`src/rtl/regfile_wb_arbiter.sv`:
```
// Shares the register file write port between pipeline writeback (priority) and buffered MDU results.
// Optional macro STARVE_GUARD_EN: forces a waiting FIFO head in after STARVE_MAX cycles by stalling WB.
module regfile_wb_arbiter #(
    parameter int DEPTH      = 4,
    parameter int STARVE_MAX = 8
) (
    input  logic        CLK,
    input  logic        reset,
    input  logic        wb_we,
    input  logic [4:0]  wb_addr,
    input  logic [31:0] wb_data,
    output logic        wb_stall,
    input  logic        iss_valid,
    input  logic [4:0]  iss_addr,
    output logic        iss_ready,
    input  logic        mdu_valid,
    input  logic [4:0]  mdu_addr,
    input  logic [31:0] mdu_data,
    output logic        mdu_ready,
    input  logic [4:0]  rs_addr,
    input  logic [4:0]  rt_addr,
    output logic        rs_busy,
    output logic        rt_busy,
    output logic        WE3,
    output logic [4:0]  A3,
    output logic [31:0] WD3
);
    localparam int PW = $clog2(DEPTH);
    localparam int CW = PW + 1;
    localparam logic [CW-1:0] DEPTH_C = CW'(DEPTH);

    if (DEPTH < 2 || (DEPTH & (DEPTH - 1)) != 0) begin : g_depth_check
        $error("DEPTH must be a power of two and at least 2");
    end
    if (STARVE_MAX < 1) begin : g_starve_check
        $error("STARVE_MAX must be at least 1");
    end

    logic [4:0]    fifo_addr [DEPTH];
    logic [31:0]   fifo_data [DEPTH];
    logic [PW-1:0] rd_ptr;
    logic [PW-1:0] wr_ptr;
    logic [CW-1:0] count;
    logic [CW-1:0] outstanding;
    logic [31:0]   busy;
    logic [31:0]   busy_next;

    logic [4:0]    head_addr;
    logic [31:0]   head_data;
    logic          fifo_nonempty;
    logic          force_pop;
    logic          pipe_req;
    logic          pop;
    logic          push;
    logic          issue;

    assign head_addr     = fifo_addr[rd_ptr];
    assign head_data     = fifo_data[rd_ptr];
    assign fifo_nonempty = (count != '0);

`ifdef STARVE_GUARD_EN
    localparam int WW = $clog2(STARVE_MAX + 1);
    logic [WW-1:0] wait_cnt;

    assign force_pop = fifo_nonempty && (wait_cnt == WW'(STARVE_MAX));

    // Counts consecutive cycles the head has been passed over by the pipeline.
    always_ff @(posedge CLK or negedge reset) begin
        if (!reset) begin
            wait_cnt <= '0;
        end else if (!fifo_nonempty || pop) begin
            wait_cnt <= '0;
        end else begin
            wait_cnt <= wait_cnt + WW'(1);
        end
    end
`else
    assign force_pop = 1'b0;
`endif

    assign wb_stall = force_pop;

    // Gating with reset keeps the write port quiet while reset is held, even if WB requests.
    assign pipe_req  = reset && wb_we && (wb_addr != 5'd0) && !wb_stall;
    assign pop       = reset && !pipe_req && fifo_nonempty;
    assign mdu_ready = (count < DEPTH_C);
    assign push      = mdu_valid && mdu_ready;
    assign iss_ready = !busy[iss_addr] && (outstanding < DEPTH_C);
    assign issue     = iss_valid && iss_ready;
    assign rs_busy   = busy[rs_addr];
    assign rt_busy   = busy[rt_addr];

    always_comb begin
        WE3 = 1'b0;
        A3  = 5'd0;
        WD3 = 32'd0;
        if (pipe_req) begin
            WE3 = 1'b1;
            A3  = wb_addr;
            WD3 = wb_data;
        end else if (pop && head_addr != 5'd0) begin
            WE3 = 1'b1;
            A3  = head_addr;
            WD3 = head_data;
        end
    end

    // Pop clears before issue sets; a same-address issue cannot coincide since busy gates it.
    always_comb begin
        busy_next = busy;
        if (pop) begin
            busy_next[head_addr] = 1'b0;
        end
        if (issue && iss_addr != 5'd0) begin
            busy_next[iss_addr] = 1'b1;
        end
    end

    always_ff @(posedge CLK or negedge reset) begin
        if (!reset) begin
            rd_ptr      <= '0;
            wr_ptr      <= '0;
            count       <= '0;
            outstanding <= '0;
            busy        <= '0;
        end else begin
            if (push) begin
                wr_ptr <= wr_ptr + PW'(1);
            end
            if (pop) begin
                rd_ptr <= rd_ptr + PW'(1);
            end
            count       <= count + CW'(push) - CW'(pop);
            outstanding <= outstanding + CW'(issue) - CW'(pop);
            busy        <= busy_next;
        end
    end

    always_ff @(posedge CLK) begin
        if (push) begin
            fifo_addr[wr_ptr] <= mdu_addr;
            fifo_data[wr_ptr] <= mdu_data;
        end
    end
endmodule

```
`config.mk`:
```
export PLATFORM = sky130hd
export DESIGN_NAME = regfile_wb_arbiter
export DESIGN_NICKNAME = d
export VERILOG_FILES = /design/src/rtl/regfile_wb_arbiter.sv
export SDC_FILE = /design/constraint.sdc
export NUM_CORES = 1
export LEC_CHECK = 0
export ABC_AREA = 1
export BUFFER_PORTS_ARGS = -buffer_cell sky130_fd_sc_hd__buf_4
export CELL_PAD_IN_SITES_DETAIL_PLACEMENT = 0
export CELL_PAD_IN_SITES_GLOBAL_PLACEMENT = 1
export CORE_AREA = 2 2 147 149
export CTS_CLUSTER_DIAMETER = 120
export DETAILED_ROUTE_END_ITERATION = 8
export DIE_AREA = 0 0 149 151
export PLACE_DENSITY_LB_ADDON = 0.1
export SLEW_MARGIN = 20
export SYNTH_ARGS = -nofsm -noshare
export SYNTH_HDL_FRONTEND = slang
export SYNTH_SLANG_ARGS = --single-unit
```
`constraint.sdc`:
```
create_clock -name CLK -period 3 [get_ports CLK]
set_input_delay 0 -clock CLK [delete_from_list [all_inputs] [get_ports CLK]]
set_output_delay 0 -clock CLK [all_outputs]
set_load 0.03 [all_outputs]
```
==> impl_results.html, run 1 <==
<table>
<tr><th>Metric</th><th>Value</th></tr>
<tr><th colspan="2">Hold path</th></tr>
<tr><td>Hold crit path type</td><td>input pin to flop</td></tr>
<tr><td>Hold path depth</td><td>5</td></tr>
<tr><th colspan="2">Route</th></tr>
<tr><td>Count of unresolved DRC violations after routing</td><td>0</td></tr>
<tr><td>Detailed-route via count</td><td>7305</td></tr>
<tr><td>Number of nets with antenna violations after routing</td><td>0</td></tr>
<tr><td>Final wirelength</td><td>24300 µm</td></tr>
<tr><td>Detailed-route wire length per cell</td><td>17.4 µm</td></tr>
<tr><td>Detailed-route vias per instance</td><td>5.24</td></tr>
<tr><td>DRC marker count from the first detailed-route iteration</td><td>526</td></tr>
<tr><td>DRT Pass-1 Iters</td><td>8</td></tr>
<tr><th colspan="2">Clocking</th></tr>
<tr><td>Clock slew at the register clock pins of the worst setup and hold paths</td><td>0.09 ns</td></tr>
<tr><td>CTS H-Tree Depth</td><td>4</td></tr>
<tr><td>Number of clock buffers inserted by TritonCTS</td><td>17</td></tr>
<tr><td>Count of clock tree sinks</td><td>190</td></tr>
<tr><td>TritonCTS clock tree</td><td>built</td></tr>
<tr><td>CTS Root Cell</td><td>sky130_fd_sc_hd__clkbuf_16</td></tr>
<tr><td>Insertion delay to the later sink of the worst-skew pair</td><td>approximately 0.44 ns</td></tr>
<tr><td>Worst-case clock buffer depth</td><td>2</td></tr>
<tr><td>Number of buffers inserted by post-CTS setup repair</td><td>0</td></tr>
<tr><th colspan="2">Job</th></tr>
<tr><td>Max-Cap Viols</td><td>0</td></tr>
<tr><th colspan="2">Timing</th></tr>
<tr><td>Relative max-transition margin</td><td>59.5%</td></tr>
<tr><td>Number of setup violations in the final report</td><td>0</td></tr>
<tr><td>Count of endpoints failing hold in the final timing report</td><td>0</td></tr>
<tr><td>Fin Setup TNS</td><td>0 ns</td></tr>
<tr><td>Worst Hold Margin</td><td>0.0105 ns</td></tr>
<tr><td>Worst-margin pin slew</td><td>0.608 ns</td></tr>
<tr><td>Worst clock skew on the final layout</td><td>approximately 0.014 ns</td></tr>
<tr><td>Unrepaired setup endpoints after global routing</td><td>false</td></tr>
<tr><td>Peak clock frequency supported by timing</td><td>0.381 GHz</td></tr>
<tr><td>Final critical path time including I/O delays and setup</td><td>2.63 ns</td></tr>
<tr><td>Fraction of the cycle the final worst path needs</td><td>87.5%</td></tr>
<tr><td>Count of pins over their slew limit</td><td>0</td></tr>
<tr><th colspan="2">Setup path</th></tr>
<tr><td>Endpoint required time on the critical path</td><td>3.00 ns</td></tr>
<tr><td>Top delay family on crit path</td><td>simple AND/OR/NAND/NOR gates</td></tr>
<tr><td>Levels on crit path</td><td>10</td></tr>
<tr><td>Type of destination of the critical path</td><td>primary output</td></tr>
<tr><td>Crit path top cell by count</td><td>sky130_fd_sc_hd__nand2_1</td></tr>
<tr><td>Largest fanout on the critical path</td><td>34</td></tr>
<tr><td>Worst Path Buf+Inv</td><td>2</td></tr>
<tr><td>Class of the most critical setup path</td><td>flop to primary output</td></tr>
<tr><td>Critical Path AT</td><td>2.63 ns</td></tr>
<tr><td>Worst path cell trace</td><td>inv_2 -&gt; nand2_1 -&gt; nand3_1 -&gt; nand2_1 -&gt; nand2_1 -&gt; nor2_2 -&gt; nand2_1 -&gt; nand2_4 -&gt; o21ai_0 -&gt; buf_4</td></tr>
<tr><td>Worst r2r path cells</td><td>17</td></tr>
<tr><td>Crit-path max cell delay</td><td>0.57 ns</td></tr>
<tr><td>CP startpoint kind</td><td>flop</td></tr>
<tr><td>Cell at the slowest stage of the critical path</td><td>sky130_fd_sc_hd__dfrtp_2</td></tr>
<tr><th colspan="2">Synth</th></tr>
<tr><td>Number of flip-flops and latches in the synthesized netlist</td><td>190</td></tr>
<tr><td>Post-Synthesis Cells</td><td>935</td></tr>
<tr><td>Average cell area after synthesis</td><td>~9.7 µm²</td></tr>
<tr><td>Warnings from Yosys</td><td>0</td></tr>
<tr><td>Count of cell types in the netlist</td><td>32</td></tr>
<tr><td>Synth Cell Area</td><td>9110 µm²</td></tr>
<tr><td>Net Count, Synth</td><td>1038</td></tr>
<tr><td>Sequential element share of the synthesized area</td><td>60.3%</td></tr>
<tr><th colspan="2">Cells and area</th></tr>
<tr><td>Final nets</td><td>1209</td></tr>
<tr><td>Footprint of the multi-input gates</td><td>3170 µm²</td></tr>
<tr><td>Number of antenna cells inserted</td><td>0</td></tr>
<tr><td>Register area</td><td>5500 µm²</td></tr>
<tr><td>Area Overhead vs Synth</td><td>25.6%</td></tr>
<tr><td>Count of filler cells inserted in the layout</td><td>around 1900</td></tr>
<tr><td>Ratio of cells with drive above 1 in the final layout</td><td>about a fifth</td></tr>
<tr><th colspan="2">Global route</th></tr>
<tr><td>Total routing usage reported by global routing</td><td>22.2%</td></tr>
<tr><td>Largest net degree at the start of global routing</td><td>44</td></tr>
<tr><td>Total gr overflow</td><td>0</td></tr>
<tr><td>Vias in the first global route</td><td>7078</td></tr>
<tr><td>Number of antenna violations at the first check in global routing</td><td>0</td></tr>
<tr><td>Global-route wire length before repair</td><td>between 30000 and 40000 µm</td></tr>
<tr><th colspan="2">Placement</th></tr>
<tr><td>Detail Placement HPWL</td><td>15800 µm</td></tr>
<tr><td>Weighted congestion reported at the end of routability-driven placement</td><td>0.856</td></tr>
<tr><td>Buffers on Ports</td><td>135</td></tr>
<tr><th colspan="2">Power and ir drop</th></tr>
<tr><td>PwrDens</td><td>868 nW/µm²</td></tr>
<tr><td>Peak supply drop</td><td>0.000539 V</td></tr>
<tr><td>Static leakage</td><td>4.70 nW</td></tr>
<tr><th colspan="2">Floorplanning</th></tr>
<tr><td>Ports placed on the boundary</td><td>137</td></tr>
<tr><td>Initial cell density of the core</td><td>between 40 and 50%</td></tr>
<tr><td>Die width</td><td>between 100 and 150 µm</td></tr>
<tr><td>Floorplan core area</td><td>roughly 21000 µm²</td></tr>
<tr><td># rows</td><td>53</td></tr>
<tr><td>Die outline area</td><td>22500 µm²</td></tr>
<tr><td>Vertical extent of the die</td><td>151 µm</td></tr>
<tr><th colspan="2">Status</th></tr>
<tr><td>Status</td><td>finished clean</td></tr>
</table>
synth_stat cells, drive strengths merged:
cell type | instances | share of area (%)
clkinv | 2 | 0.082
o31ai | 6 | 0.49
nand3 | 60 | 3.7
buf | 29 | 2.2
nand2 | 294 | 12
fa | 2 | 0.44
xor2 | 5 | 0.48
a32o | 32 | 3.5
a21oi | 37 | 2.0
nand4 | 3 | 0.21
inv | 57 | 2.3
o22ai | 4 | 0.27
nor2 | 76 | 3.2
o211ai | 2 | 0.16
conb | 1 | 0.041
dfrtp | 42 | 12
clkbuf | 18 | 0.74
o21ai | 89 | 4.9
edfxtp | 148 | 49
xnor2 | 2 | 0.19
nor3 | 7 | 0.38
o221ai | 12 | 1.2
ha | 7 | 0.96
per-stage QoR:
stage / total power (W) / setup WS, ns / util, % / cells / area, µm²
floorplan: 0.00633 / 0.0945 / - / 935 / 9110
global placement: 0.00761 / 0.433 / 50.0 / 1321 / 10400
detailed placement: 0.00766 / 0.419 / 50.0 / 1321 / 10400
CTS: 0.0100 / 0.0672 / 54.9 / 1394 / 11400
global route: 0.0105 / 0.0461 / 55.0 / 1394 / 11400
finish: 0.00994 / 0.374 / 55.0 / 1394 / 11400
registers in the layout (all words and copies together) (netlist names):
name         cells
fifo_data      128
busy            32
fifo_addr       20
count            3
outstanding      3
rd_ptr           2
wr_ptr           2
metal layers:
metal | global-route usage [%] | vias to the layer above | wire [µm]
li1 | - | 3580 | -
met1 | 28.5 | 3483 | 10500
met2 | 37.8 | 197 | 12000
met3 | 3.52 | 45 | 1040
met4 | 9.10 | 0 | 744
met5 | 0 | - | 0
logic make-up after synthesis:
kind of cell / synth area share [%]
compound gates: 12.5
other cells: 0.0411
fa+ha+maj: 1.40
flops: 60.3
buf+inv: 5.34
simple gates: 19.7
xor+xnor: 0.673
what timing repair did:
item / 4_1_cts / 5_1_grt
setup endpoints to repair: 0 / 34
gates resized for setup: 0 / 1
hold endpoints to repair: 193 / 0
hold buffers: 41 / 0
worst min-delay path, delay by kind of cell:
kind / cells / cell delay [ns]
buf+inv: 2 / 0.24
simple gates: 3 / 0.17
layout by cell type (no fill, tap or decap), types with 3 or more instances in the layout:
cell,Yosys,layout
sky130_fd_sc_hd__a32o_1,32,32
sky130_fd_sc_hd__nor2_1,74,70
sky130_fd_sc_hd__nand3_2,8,8
sky130_fd_sc_hd__inv_8,0,5
sky130_fd_sc_hd__nor2_4,1,5
sky130_fd_sc_hd__clkinv_8,0,3
sky130_fd_sc_hd__dfrtp_1,42,41
sky130_fd_sc_hd__o22ai_1,4,4
sky130_fd_sc_hd__a21oi_1,37,37
sky130_fd_sc_hd__nand4_1,3,3
sky130_fd_sc_hd__ha_1,7,7
sky130_fd_sc_hd__edfxtp_1,148,148
sky130_fd_sc_hd__nand3_1,52,52
sky130_fd_sc_hd__inv_1,54,54
sky130_fd_sc_hd__nand2_1,292,292
sky130_fd_sc_hd__inv_2,3,3
sky130_fd_sc_hd__o21ai_0,83,83
sky130_fd_sc_hd__nor3_1,7,7
sky130_fd_sc_hd__buf_4,4,158
sky130_fd_sc_hd__dlygate4sd3_1,0,41
sky130_fd_sc_hd__inv_12,0,4
sky130_fd_sc_hd__o221ai_1,12,12
sky130_fd_sc_hd__o21ai_1,6,6
sky130_fd_sc_hd__clkbuf_16,0,17
sky130_fd_sc_hd__o31ai_1,6,6
sky130_fd_sc_hd__xor2_1,5,5
worst paths after layout:
path	slack (ns)	start	end
setup / recovery	0.37	rd_ptr[0]	WD3[31]
hold / removal	0.01	iss_addr[2]	busy[8]
setup reg to reg	0.41	busy[26]	outstanding[2]
max in group asynchronous	2.30	reset	rd_ptr[0]
min in group asynchronous	0.23	reset	busy[10]
hold reg to reg	0.51	outstanding[0]	outstanding[0]
area by class of cell:
| class | count | share of cell area [%] |
|---|---|---|
| sequential | 190 | 48.0 |
| clock inverter | 15 | 1.68 |
| inverter | 59 | 1.94 |
| tap | 275 | 3.01 |
| clock buffer | 17 | 3.72 |
| timing repair buffer | 199 | 14.0 |
| multi-input combinational | 639 | 27.7 |
report_power, final:
| group | switching (W) | internal (W) | total (W) | leakage, nW |
|---|---|---|---|---|
| Clock | 0.00117 | 0.00116 | 0.00233 | 0.303 |
| Combinational | 0.00248 | 0.00132 | 0.00380 | 2.52 |
| Sequential | 0.000396 | 0.00341 | 0.00381 | 1.87 |
Note: power is estimated with default switching activity, not from simulation.
==> run 2, diff against run 1 <==
- CORE_AREA: 2 2 147 149 -> 2 2 144 146
- CTS_BUF_LIST: unset -> sky130_fd_sc_hd__clkbuf_4
- DIE_AREA: 0 0 149 151 -> 0 0 146 148
- SLEW_MARGIN: 20 -> 25
==> run 2 against run 1 <==
  * Maximum frequency fell by 1.2%
  * Clock power fell by 42%
  * Sequential cell count is the same
  * Largest cell class unchanged
  * Largest power group is now combinational logic
  * Highest routed layer unchanged
==> impl_results.html, run 2 (synthesis gave the netlist of run 1 again) <==
<table>
<tr><th>Metric</th><th>Value</th></tr>
<tr><th colspan="2">Clocking</th></tr>
<tr><td>Clock slew at the register clock pins of the worst setup and hold paths</td><td>0.17 ns (+0.08 ns)</td></tr>
<tr><td>Count of clock tree sinks</td><td>190 (unchanged)</td></tr>
<tr><td>Number of clock buffers inserted by TritonCTS</td><td>17 (unchanged)</td></tr>
<tr><td>CTS H-Tree Depth</td><td>4 (unchanged)</td></tr>
<tr><td>TritonCTS clock tree</td><td>built</td></tr>
<tr><td>CTS Root Cell</td><td>sky130_fd_sc_hd__clkbuf_4</td></tr>
<tr><td>Insertion delay to the later sink of the worst-skew pair</td><td>0.56 ns (+0.12 ns)</td></tr>
<tr><td>Worst-case clock buffer depth</td><td>2 (unchanged)</td></tr>
<tr><th colspan="2">Floorplanning</th></tr>
<tr><td>Vertical extent of the die</td><td>148 µm (-2.0%)</td></tr>
<tr><td>Ports placed on the boundary</td><td>137 (unchanged)</td></tr>
<tr><td># rows</td><td>52 (-1.9%)</td></tr>
<tr><td>Die width</td><td>146 µm (-2.0%)</td></tr>
<tr><td>Die outline area</td><td>21600 µm² (-4.0%)</td></tr>
<tr><td>Initial cell density of the core</td><td>45.5% (+1.7 points)</td></tr>
<tr><td>Floorplan core area</td><td>20000 µm² (-3.8%)</td></tr>
<tr><th colspan="2">Route</th></tr>
<tr><td>Detailed-route wire length per cell</td><td>17.0 µm (-2.5%)</td></tr>
<tr><td>Final wirelength</td><td>23600 µm (-2.7%)</td></tr>
<tr><td>DRT Pass-1 Iters</td><td>5 (-3)</td></tr>
<tr><td>DRC marker count from the first detailed-route iteration</td><td>506 (-3.8%)</td></tr>
<tr><td>Number of nets with antenna violations after routing</td><td>0 (unchanged)</td></tr>
<tr><td>Detailed-route via count</td><td>7345 (+0.55%)</td></tr>
<tr><td>Detailed-route vias per instance</td><td>5.28 (+0.76%)</td></tr>
<tr><td>Count of unresolved DRC violations after routing</td><td>0 (unchanged)</td></tr>
<tr><th colspan="2">Power and ir drop</th></tr>
<tr><td>Net Sw Power</td><td>0.00382 W (-5.7%)</td></tr>
<tr><td>Share of total power in sequential cells</td><td>42.2% (+3.8 points)</td></tr>
<tr><td>Peak supply drop</td><td>0.000386 V (-28%)</td></tr>
<tr><td>Static leakage</td><td>4.56 nW (-2.9%)</td></tr>
<tr><td>Part of the total power dissipated in the clock network</td><td>15.2% (-8.2 points)</td></tr>
<tr><td>PwrDens</td><td>803 nW/µm² (-7.5%)</td></tr>
<tr><td>Switching part of the total power</td><td>42.6% (+1.9 points)</td></tr>
<tr><td>Internal power</td><td>0.00514 W (-13%)</td></tr>
<tr><td>Share of total power in combinational logic</td><td>42.6% (+4.4 points)</td></tr>
<tr><th colspan="2">Job</th></tr>
<tr><td>Max-Cap Viols</td><td>0 (unchanged)</td></tr>
<tr><th colspan="2">Setup path</th></tr>
<tr><td>Cell at the slowest stage of the critical path</td><td>sky130_fd_sc_hd__dfrtp_1</td></tr>
<tr><td>CP startpoint kind</td><td>flop</td></tr>
<tr><td>Worst Path Buf+Inv</td><td>3 (+1)</td></tr>
<tr><td>Crit path top cell by count</td><td>sky130_fd_sc_hd__nand2_1</td></tr>
<tr><td>Largest fanout on the critical path</td><td>34 (unchanged)</td></tr>
<tr><td>Endpoint required time on the critical path</td><td>3.00 ns (about the same)</td></tr>
<tr><td>Type of destination of the critical path</td><td>primary output</td></tr>
<tr><td>Worst path cell trace</td><td>inv_2 -&gt; nand3_1 -&gt; nand2_1 -&gt; inv_1 -&gt; nor2_2 -&gt; nand2_1 -&gt; nand2_8 -&gt; o21ai_0 -&gt; buf_4</td></tr>
<tr><td>Critical Path AT</td><td>2.66 ns (+0.03 ns)</td></tr>
<tr><td>Crit-path max cell delay</td><td>0.54 ns (-0.03 ns)</td></tr>
<tr><td>Top delay family on crit path</td><td>simple AND/OR/NAND/NOR gates</td></tr>
<tr><td>Class of the most critical setup path</td><td>flop to primary output</td></tr>
<tr><th colspan="2">Timing</th></tr>
<tr><td>Worst clock skew on the final layout</td><td>0.0185 ns (+0.00455 ns)</td></tr>
<tr><td>Unrepaired setup endpoints after global routing</td><td>false</td></tr>
<tr><td>Fin Setup TNS</td><td>0 ns (unchanged)</td></tr>
<tr><td>Fraction of the cycle the final worst path needs</td><td>88.6% (+1.1 points)</td></tr>
<tr><td>Count of endpoints failing hold in the final timing report</td><td>0 (unchanged)</td></tr>
<tr><td>Final critical path time including I/O delays and setup</td><td>2.66 ns (+0.0324 ns)</td></tr>
<tr><td>Count of pins over their slew limit</td><td>0 (unchanged)</td></tr>
<tr><td>Worst-margin pin slew</td><td>0.600 ns (-0.00712 ns)</td></tr>
<tr><td>Worst Hold Margin</td><td>0.0821 ns (+0.0716 ns)</td></tr>
<tr><td>Number of setup violations in the final report</td><td>0 (unchanged)</td></tr>
<tr><td>Peak clock frequency supported by timing</td><td>0.376 GHz (-1.2%)</td></tr>
<tr><td>Relative max-transition margin</td><td>60.0% (+0.47 points)</td></tr>
<tr><th colspan="2">Cells and area</th></tr>
<tr><td>Final nets</td><td>1209 (unchanged)</td></tr>
<tr><td>Count of filler cells inserted in the layout</td><td>1876 (-0.21%)</td></tr>
<tr><td>Most used cells in the layout excluding fill and tap cells</td><td>sky130_fd_sc_hd__nand2_1 (292), sky130_fd_sc_hd__buf_4 (152), sky130_fd_sc_hd__edfxtp_1 (148)</td></tr>
<tr><td>Flip-flop count of the largest register after layout</td><td>128 (unchanged)</td></tr>
<tr><td>Area Overhead vs Synth</td><td>22.4%</td></tr>
<tr><td>Largest Register</td><td>fifo_data</td></tr>
<tr><td>Most frequent standard cell in the layout excluding fill and tap cells</td><td>sky130_fd_sc_hd__nand2_1</td></tr>
<tr><td>Ratio of cells with drive above 1 in the final layout</td><td>18.5% (-0.27 points)</td></tr>
<tr><td>Registers with the most flip-flops</td><td>fifo_data (128), busy (32), fifo_addr (20)</td></tr>
<tr><th colspan="2">Global route</th></tr>
<tr><td>GRT busiest layer</td><td>met2</td></tr>
<tr><td>Largest net degree at the start of global routing</td><td>59 (+34%)</td></tr>
<tr><td>Met1 usage in global routing</td><td>28.7% (+0.18 points)</td></tr>
<tr><td>Vias in the first global route</td><td>6984 (-1.3%)</td></tr>
<tr><td>Total routing usage reported by global routing</td><td>22.2% (about the same)</td></tr>
<tr><td>Number of antenna violations at the first check in global routing</td><td>1 (+1)</td></tr>
<tr><td>Total gr overflow</td><td>0 (unchanged)</td></tr>
<tr><td>Global-route wire length before repair</td><td>37200 µm (-2.1%)</td></tr>
<tr><td>Global routing usage on met2</td><td>37.3% (-0.50 points)</td></tr>
<tr><td>Met3 track demand over resource</td><td>4.69% (+1.2 points)</td></tr>
<tr><th colspan="2">Placement</th></tr>
<tr><td>Buffers on Ports</td><td>135 (unchanged)</td></tr>
<tr><td>Weighted congestion reported at the end of routability-driven placement</td><td>0.862 (+0.78%)</td></tr>
<tr><td>Detail Placement HPWL</td><td>15500 µm (-1.9%)</td></tr>
<tr><th colspan="2">Hold path</th></tr>
<tr><td>Hold crit path type</td><td>input pin to flop</td></tr>
<tr><th colspan="2">Status</th></tr>
<tr><td>Status</td><td>finished clean</td></tr>
</table>
==> run 2: cell count changes in the layout (fill, tap and decap cells not counted), moves of 3 or more <==
| cell | previous run | this run |
|---|---|---|
| sky130_fd_sc_hd__clkbuf_16 | 17 | 0 |
| sky130_fd_sc_hd__clkbuf_4 | 0 | 18 |
| sky130_fd_sc_hd__dlygate4sd3_1 | 41 | 44 |
| sky130_fd_sc_hd__inv_12 | 4 | 0 |
| sky130_fd_sc_hd__buf_4 | 158 | 152 |
| sky130_fd_sc_hd__buf_6 | 0 | 3 |
==> run 2: worst paths after layout <==
path	start	end	slack, ns	cells past startpoint
worst max-delay path	rd_ptr[1]	WD3[1]	0.34	9
worst min-delay path	iss_valid	busy[24]	0.08	6
worst max register to register	busy[9]	outstanding[2]	0.50	17
worst min register to register	outstanding[0]	outstanding[0]	0.50	1
max in group asynchronous	reset	rd_ptr[0]	2.48	3
min in group asynchronous	reset	count[1]	0.09	3
==> run 2: power groups by stage <==
stage	logic (W)	registers (W)	clock network [W]
4_1_cts	0.00381	0.00379	0.00141
3_3_place_gp	0.00372	0.00385	0
3_5_place_dp	0.00374	0.00385	0
6_report	0.00382	0.00378	0.00136
2_1_floorplan	0.00264	0.00369	0
5_1_grt	0.00424	0.00384	0.00152
==> run 2: stage by stage <==
step,cells,instance area [µm²],total power (W),utilization (%),worst slack [ns]
after floorplan,935,9110,0.00633,-,0.0945
after global placement,1311,10400,0.00757,51.7,0.519
after detailed placement,1311,10400,0.00759,51.7,0.516
after CTS,1387,11100,0.00900,55.4,0.131
after global routing,1391,11200,0.00960,55.7,0.0458
final,1391,11200,0.00896,55.7,0.342
==> run 2: cell type report <==
| type | count | area, µm² | share of cell area [%] |
|---|---|---|---|
| sequential | 190 | 5500 | 49.3 |
| clock inverter | 14 | 163 | 1.46 |
| inverter | 59 | 224 | 2.01 |
| antenna | 2 | 5.00 | 0.0449 |
| timing repair buffer | 199 | 1620 | 14.5 |
| tap | 270 | 338 | 3.03 |
| multi-input combinational | 639 | 3180 | 28.5 |
| clock buffer | 18 | 135 | 1.21 |
==> run 2: metal layers <==
layer | vias up | share of wire [%]
met5 | - | 0
met2 | 244 | 49
met4 | 0 | 2.7
met3 | 39 | 5.9
li1 | 3585 | -
met1 | 3477 | 42
==> run 2: what timing repair did <==
item,in CTS,in global routing
setup buffers,0,2
hold buffers,44,0
setup endpoints to repair,33,33
resized for setup,1,6
hold endpoints to repair,219,0
==> run 2: tightest hold or removal path: stages <==
cell	delay (ns)
sky130_fd_sc_hd__buf_4	0.11
sky130_fd_sc_hd__inv_1	0.08
sky130_fd_sc_hd__nor2_4	0.05
sky130_fd_sc_hd__buf_4	0.24
sky130_fd_sc_hd__nand3_2	0.09
sky130_fd_sc_hd__nand2_1	0.04
==> run 3, diff against run 2 <==
- REMOVE_ABC_BUFFERS: unset -> 1
==> run 3 against run 2 <==
  * Non-clock buffer count grew 9
  * Maximum frequency shrank 1.5%
  * Via count shrank 0.67%
  * Final cell count grew 0.50%
  * Clock power grew 4%
  * Core utilization grew 0.39 points
  * Design area grew 0.71%
  * Total power grew 0.99%
  * Global-route usage grew 0.41 points
  * Critical endpoint is now WD3[23]
  * Highest routed layer unchanged
==> impl_results.html, run 3 (synthesis gave the netlist of run 1 again) <==
<table>
<tr><th>Metric</th><th>Value</th></tr>
<tr><th colspan="2">Status</th></tr>
<tr><td>Status</td><td>finished clean</td></tr>
<tr><th colspan="2">Power and ir drop</th></tr>
<tr><td>Total Power</td><td>0.00905 W (+0.99%)</td></tr>
<tr><td>Peak supply drop</td><td>0.000396 V (+2.6%)</td></tr>
<tr><td>Static leakage</td><td>4.59 nW (+0.70%)</td></tr>
<tr><td>PwrDens</td><td>806 nW/µm² (+0.28%)</td></tr>
<tr><th colspan="2">Timing</th></tr>
<tr><td>Number of setup violations in the final report</td><td>0 (unchanged)</td></tr>
<tr><td>Unrepaired setup endpoints after global routing</td><td>false</td></tr>
<tr><td>Fin Setup TNS</td><td>0 ns (unchanged)</td></tr>
<tr><td>Worst-margin pin slew</td><td>0.905 ns (+0.304 ns)</td></tr>
<tr><td>Count of pins over their slew limit</td><td>0 (unchanged)</td></tr>
<tr><td>Relative max-transition margin</td><td>39.5% (-20 points)</td></tr>
<tr><td>Worst Hold Margin</td><td>0.0523 ns (-0.0298 ns)</td></tr>
<tr><td>Worst clock skew on the final layout</td><td>0.0312 ns (+0.0128 ns)</td></tr>
<tr><td>Final critical path time including I/O delays and setup</td><td>2.70 ns (+0.0405 ns)</td></tr>
<tr><td>Count of endpoints failing hold in the final timing report</td><td>0 (unchanged)</td></tr>
<tr><td>Fraction of the cycle the final worst path needs</td><td>90.0% (+1.3 points)</td></tr>
<tr><td>Peak clock frequency supported by timing</td><td>0.371 GHz (-1.5%)</td></tr>
<tr><th colspan="2">Setup path</th></tr>
<tr><td>Cell at the slowest stage of the critical path</td><td>sky130_fd_sc_hd__dfrtp_2</td></tr>
<tr><td>Crit-path max cell delay</td><td>0.49 ns (-0.05 ns)</td></tr>
<tr><td>Class of the most critical setup path</td><td>flop to primary output</td></tr>
<tr><td>Critical Path AT</td><td>2.70 ns (+0.04 ns)</td></tr>
<tr><td>Reg-to-Reg End</td><td>outstanding[2]</td></tr>
<tr><td>Type of destination of the critical path</td><td>primary output</td></tr>
<tr><td>Worst flop-to-flop path startpoint</td><td>busy[22]</td></tr>
<tr><td>Setup slack on the worst flop-to-flop path</td><td>0.47 ns (-0.03 ns)</td></tr>
<tr><td>Worst Path Buf+Inv</td><td>4 (+1)</td></tr>
<tr><td>Worst r2r path cells</td><td>17 (unchanged)</td></tr>
<tr><td>Top delay family on crit path</td><td>simple AND/OR/NAND/NOR gates</td></tr>
<tr><td>Largest fanout on the critical path</td><td>24 (-29%)</td></tr>
<tr><td>Endpoint required time on the critical path</td><td>3.00 ns (about the same)</td></tr>
<tr><td>CP startpoint kind</td><td>flop</td></tr>
<tr><td>Worst path cell trace</td><td>buf_4 -&gt; nand2_1 -&gt; nand3_1 -&gt; nand2_2 -&gt; inv_1 -&gt; nor2_2 -&gt; nand2_1 -&gt; nand2_4 -&gt; buf_8 -&gt; o21ai_0 -&gt; buf_4</td></tr>
<tr><th colspan="2">Route</th></tr>
<tr><td>Final wirelength</td><td>23800 µm (+0.89%)</td></tr>
<tr><td>Detailed-route vias per instance</td><td>5.22 (-1.2%)</td></tr>
<tr><td>Detailed-route wire length per cell</td><td>17.0 µm (+0.38%)</td></tr>
<tr><td>DRT Pass-1 Iters</td><td>5 (unchanged)</td></tr>
<tr><td>DRC marker count from the first detailed-route iteration</td><td>428 (-15%)</td></tr>
<tr><td>Detailed-route via count</td><td>7296 (-0.67%)</td></tr>
<tr><td>Number of nets with antenna violations after routing</td><td>0 (unchanged)</td></tr>
<tr><td>Count of unresolved DRC violations after routing</td><td>0 (unchanged)</td></tr>
<tr><th colspan="2">Cells and area</th></tr>
<tr><td>Post-layout util</td><td>56.0% (+0.39 points)</td></tr>
<tr><td>Most frequent standard cell in the layout excluding fill and tap cells</td><td>sky130_fd_sc_hd__nand2_1</td></tr>
<tr><td>Cell Count, Final, Fillers Out</td><td>1398 (+0.50%)</td></tr>
<tr><td>Number of antenna cells inserted</td><td>0 (-2)</td></tr>
<tr><td>Registers with the most flip-flops</td><td>fifo_data (128), busy (32), fifo_addr (20)</td></tr>
<tr><td>Ratio of cells with drive above 1 in the final layout</td><td>18.8% (+0.30 points)</td></tr>
<tr><td>Most used cells in the layout excluding fill and tap cells</td><td>sky130_fd_sc_hd__nand2_1 (291), sky130_fd_sc_hd__buf_4 (159), sky130_fd_sc_hd__edfxtp_1 (148)</td></tr>
<tr><td>Count of filler cells inserted in the layout</td><td>1839 (-2.0%)</td></tr>
<tr><td>Largest Register</td><td>fifo_data</td></tr>
<tr><td>Area Overhead vs Synth</td><td>23.2%</td></tr>
<tr><td>Flip-flop count of the largest register after layout</td><td>128 (unchanged)</td></tr>
<tr><td>Final nets</td><td>1218 (+0.74%)</td></tr>
<tr><th colspan="2">Global route</th></tr>
<tr><td>Vias in the first global route</td><td>7055 (+1.0%)</td></tr>
<tr><td>Number of antenna violations at the first check in global routing</td><td>0 (-1)</td></tr>
<tr><td>Total gr overflow</td><td>0 (unchanged)</td></tr>
<tr><td>Largest net degree at the start of global routing</td><td>49 (-17%)</td></tr>
<tr><td>Total routing usage reported by global routing</td><td>22.6% (+0.41 points)</td></tr>
<tr><td>Global-route wire length before repair</td><td>38200 µm (+2.7%)</td></tr>
<tr><th colspan="2">Floorplanning</th></tr>
<tr><td>Die outline area</td><td>21600 µm² (unchanged)</td></tr>
<tr><td>Vertical extent of the die</td><td>148 µm (unchanged)</td></tr>
<tr><td>Initial cell density of the core</td><td>45.5% (unchanged)</td></tr>
<tr><td>Die width</td><td>146 µm (unchanged)</td></tr>
<tr><td># rows</td><td>52 (unchanged)</td></tr>
<tr><td>Floorplan core area</td><td>20000 µm² (unchanged)</td></tr>
<tr><td>Ports placed on the boundary</td><td>137 (unchanged)</td></tr>
<tr><th colspan="2">Hold path</th></tr>
<tr><td>Hold crit path type</td><td>input pin to flop</td></tr>
<tr><td>Source of the worst hold timing path</td><td>iss_addr[1]</td></tr>
<tr><td>Hold worst-path end</td><td>busy[16]</td></tr>
<tr><td>Hold path depth</td><td>4 (-2)</td></tr>
<tr><th colspan="2">Placement</th></tr>
<tr><td>Detail Placement HPWL</td><td>15900 µm (+2.9%)</td></tr>
<tr><td>Buffers on Ports</td><td>135 (unchanged)</td></tr>
<tr><td>Placed Cells incl. Taps</td><td>1317 (+0.46%)</td></tr>
<tr><td>Weighted congestion reported at the end of routability-driven placement</td><td>0.884 (+2.6%)</td></tr>
<tr><th colspan="2">Clocking</th></tr>
<tr><td>Insertion delay to the later sink of the worst-skew pair</td><td>0.58 ns (+0.02 ns)</td></tr>
<tr><td>Count of clock tree sinks</td><td>190 (unchanged)</td></tr>
<tr><td>CTS Root Cell</td><td>sky130_fd_sc_hd__clkbuf_4</td></tr>
<tr><td>TritonCTS clock tree</td><td>built</td></tr>
<tr><td>Clock slew at the register clock pins of the worst setup and hold paths</td><td>0.19 ns (+0.02 ns)</td></tr>
<tr><td>Worst-case clock buffer depth</td><td>2 (unchanged)</td></tr>
<tr><td>Number of clock buffers inserted by TritonCTS</td><td>17 (unchanged)</td></tr>
<tr><td>CTS H-Tree Depth</td><td>4 (unchanged)</td></tr>
<tr><th colspan="2">Job</th></tr>
<tr><td>Max-Cap Viols</td><td>0 (unchanged)</td></tr>
</table>
==> run 3: cell types whose count changed in the layout (fill, tap and decap cells not counted), moves of 2 or more <==
cell	delta
sky130_fd_sc_hd__clkinv_8	+2
sky130_fd_sc_hd__buf_6	-3
sky130_fd_sc_hd__buf_4	+7
sky130_fd_sc_hd__diode_2	-2
sky130_fd_sc_hd__dlygate4sd3_1	+4
sky130_fd_sc_hd__inv_8	-2
==> run 3: worst max-delay path by stage <==
stage | end | slack (ns) | start | cells after the start
floorplan | A3[3] | -0.57 | rd_ptr[0] | 9
global placement | outstanding[2] | 0.37 | iss_addr[1] | 17
detailed placement | outstanding[2] | 0.30 | iss_addr[1] | 17
CTS | WD3[14] | 0.08 | rd_ptr[0] | 11
global route | WD3[2] | 0.02 | rd_ptr[0] | 11
finish | WD3[23] | 0.30 | rd_ptr[0] | 11
==> run 3: power by group <==
part | switching [W] | internal, W | leakage, nW
combinational | 0.00251 | 0.00136 | 2.55
clock | 0.00102 | 0.000399 | 0.162
sequential | 0.000356 | 0.00341 | 1.87
total | 0.00388 | 0.00517 | 4.59
==> run 3: layer usage <==
layer	part of all wire, %	wire length, µm	up-vias	track usage (%)
li1	-	-	3594	-
met1	43	10200	3454	29.1
met3	5.6	1330	28	4.54
met4	1.6	385	0	5.97
met2	50	11900	220	39.5
met5	0	0	-	0
==> run 3: metrics by stage <==
| step | setup slack, ns | area, µm² |
|---|---|---|
| after CTS | 0.0765 | 11200 |
| after floorplan | -0.567 | 8850 |
| final | 0.301 | 11200 |
| after global placement | 0.373 | 10400 |
| after global routing | 0.0180 | 11200 |
| after detailed placement | 0.296 | 10400 |
==> run 3: area by class of cell <==
class	count	area, µm²	area share [%]
repair buffers	208	1690	15.0
inverters	59	226	2.02
clock inverters	15	184	1.64
multi-input cells	639	3170	28.2
clock buffers	17	128	1.14
flip-flops and latches	190	5500	48.9
well taps	270	338	3.01
==> run 3: worst min-delay path, stage by stage <==
cell and delay, ns:
sky130_fd_sc_hd__buf_4 0.19, sky130_fd_sc_hd__nor2_1 0.23, sky130_fd_sc_hd__nand3_1 0.15, sky130_fd_sc_hd__nand2_1 0.05
==> run 3: timing repair <==
item,in CTS,in global routing
setup buffers,0,1
endpoints found under the setup margin,23,24
pin swaps,0,1
hold endpoints to repair,219,0
gates resized for setup,3,5
hold buffers,48,0
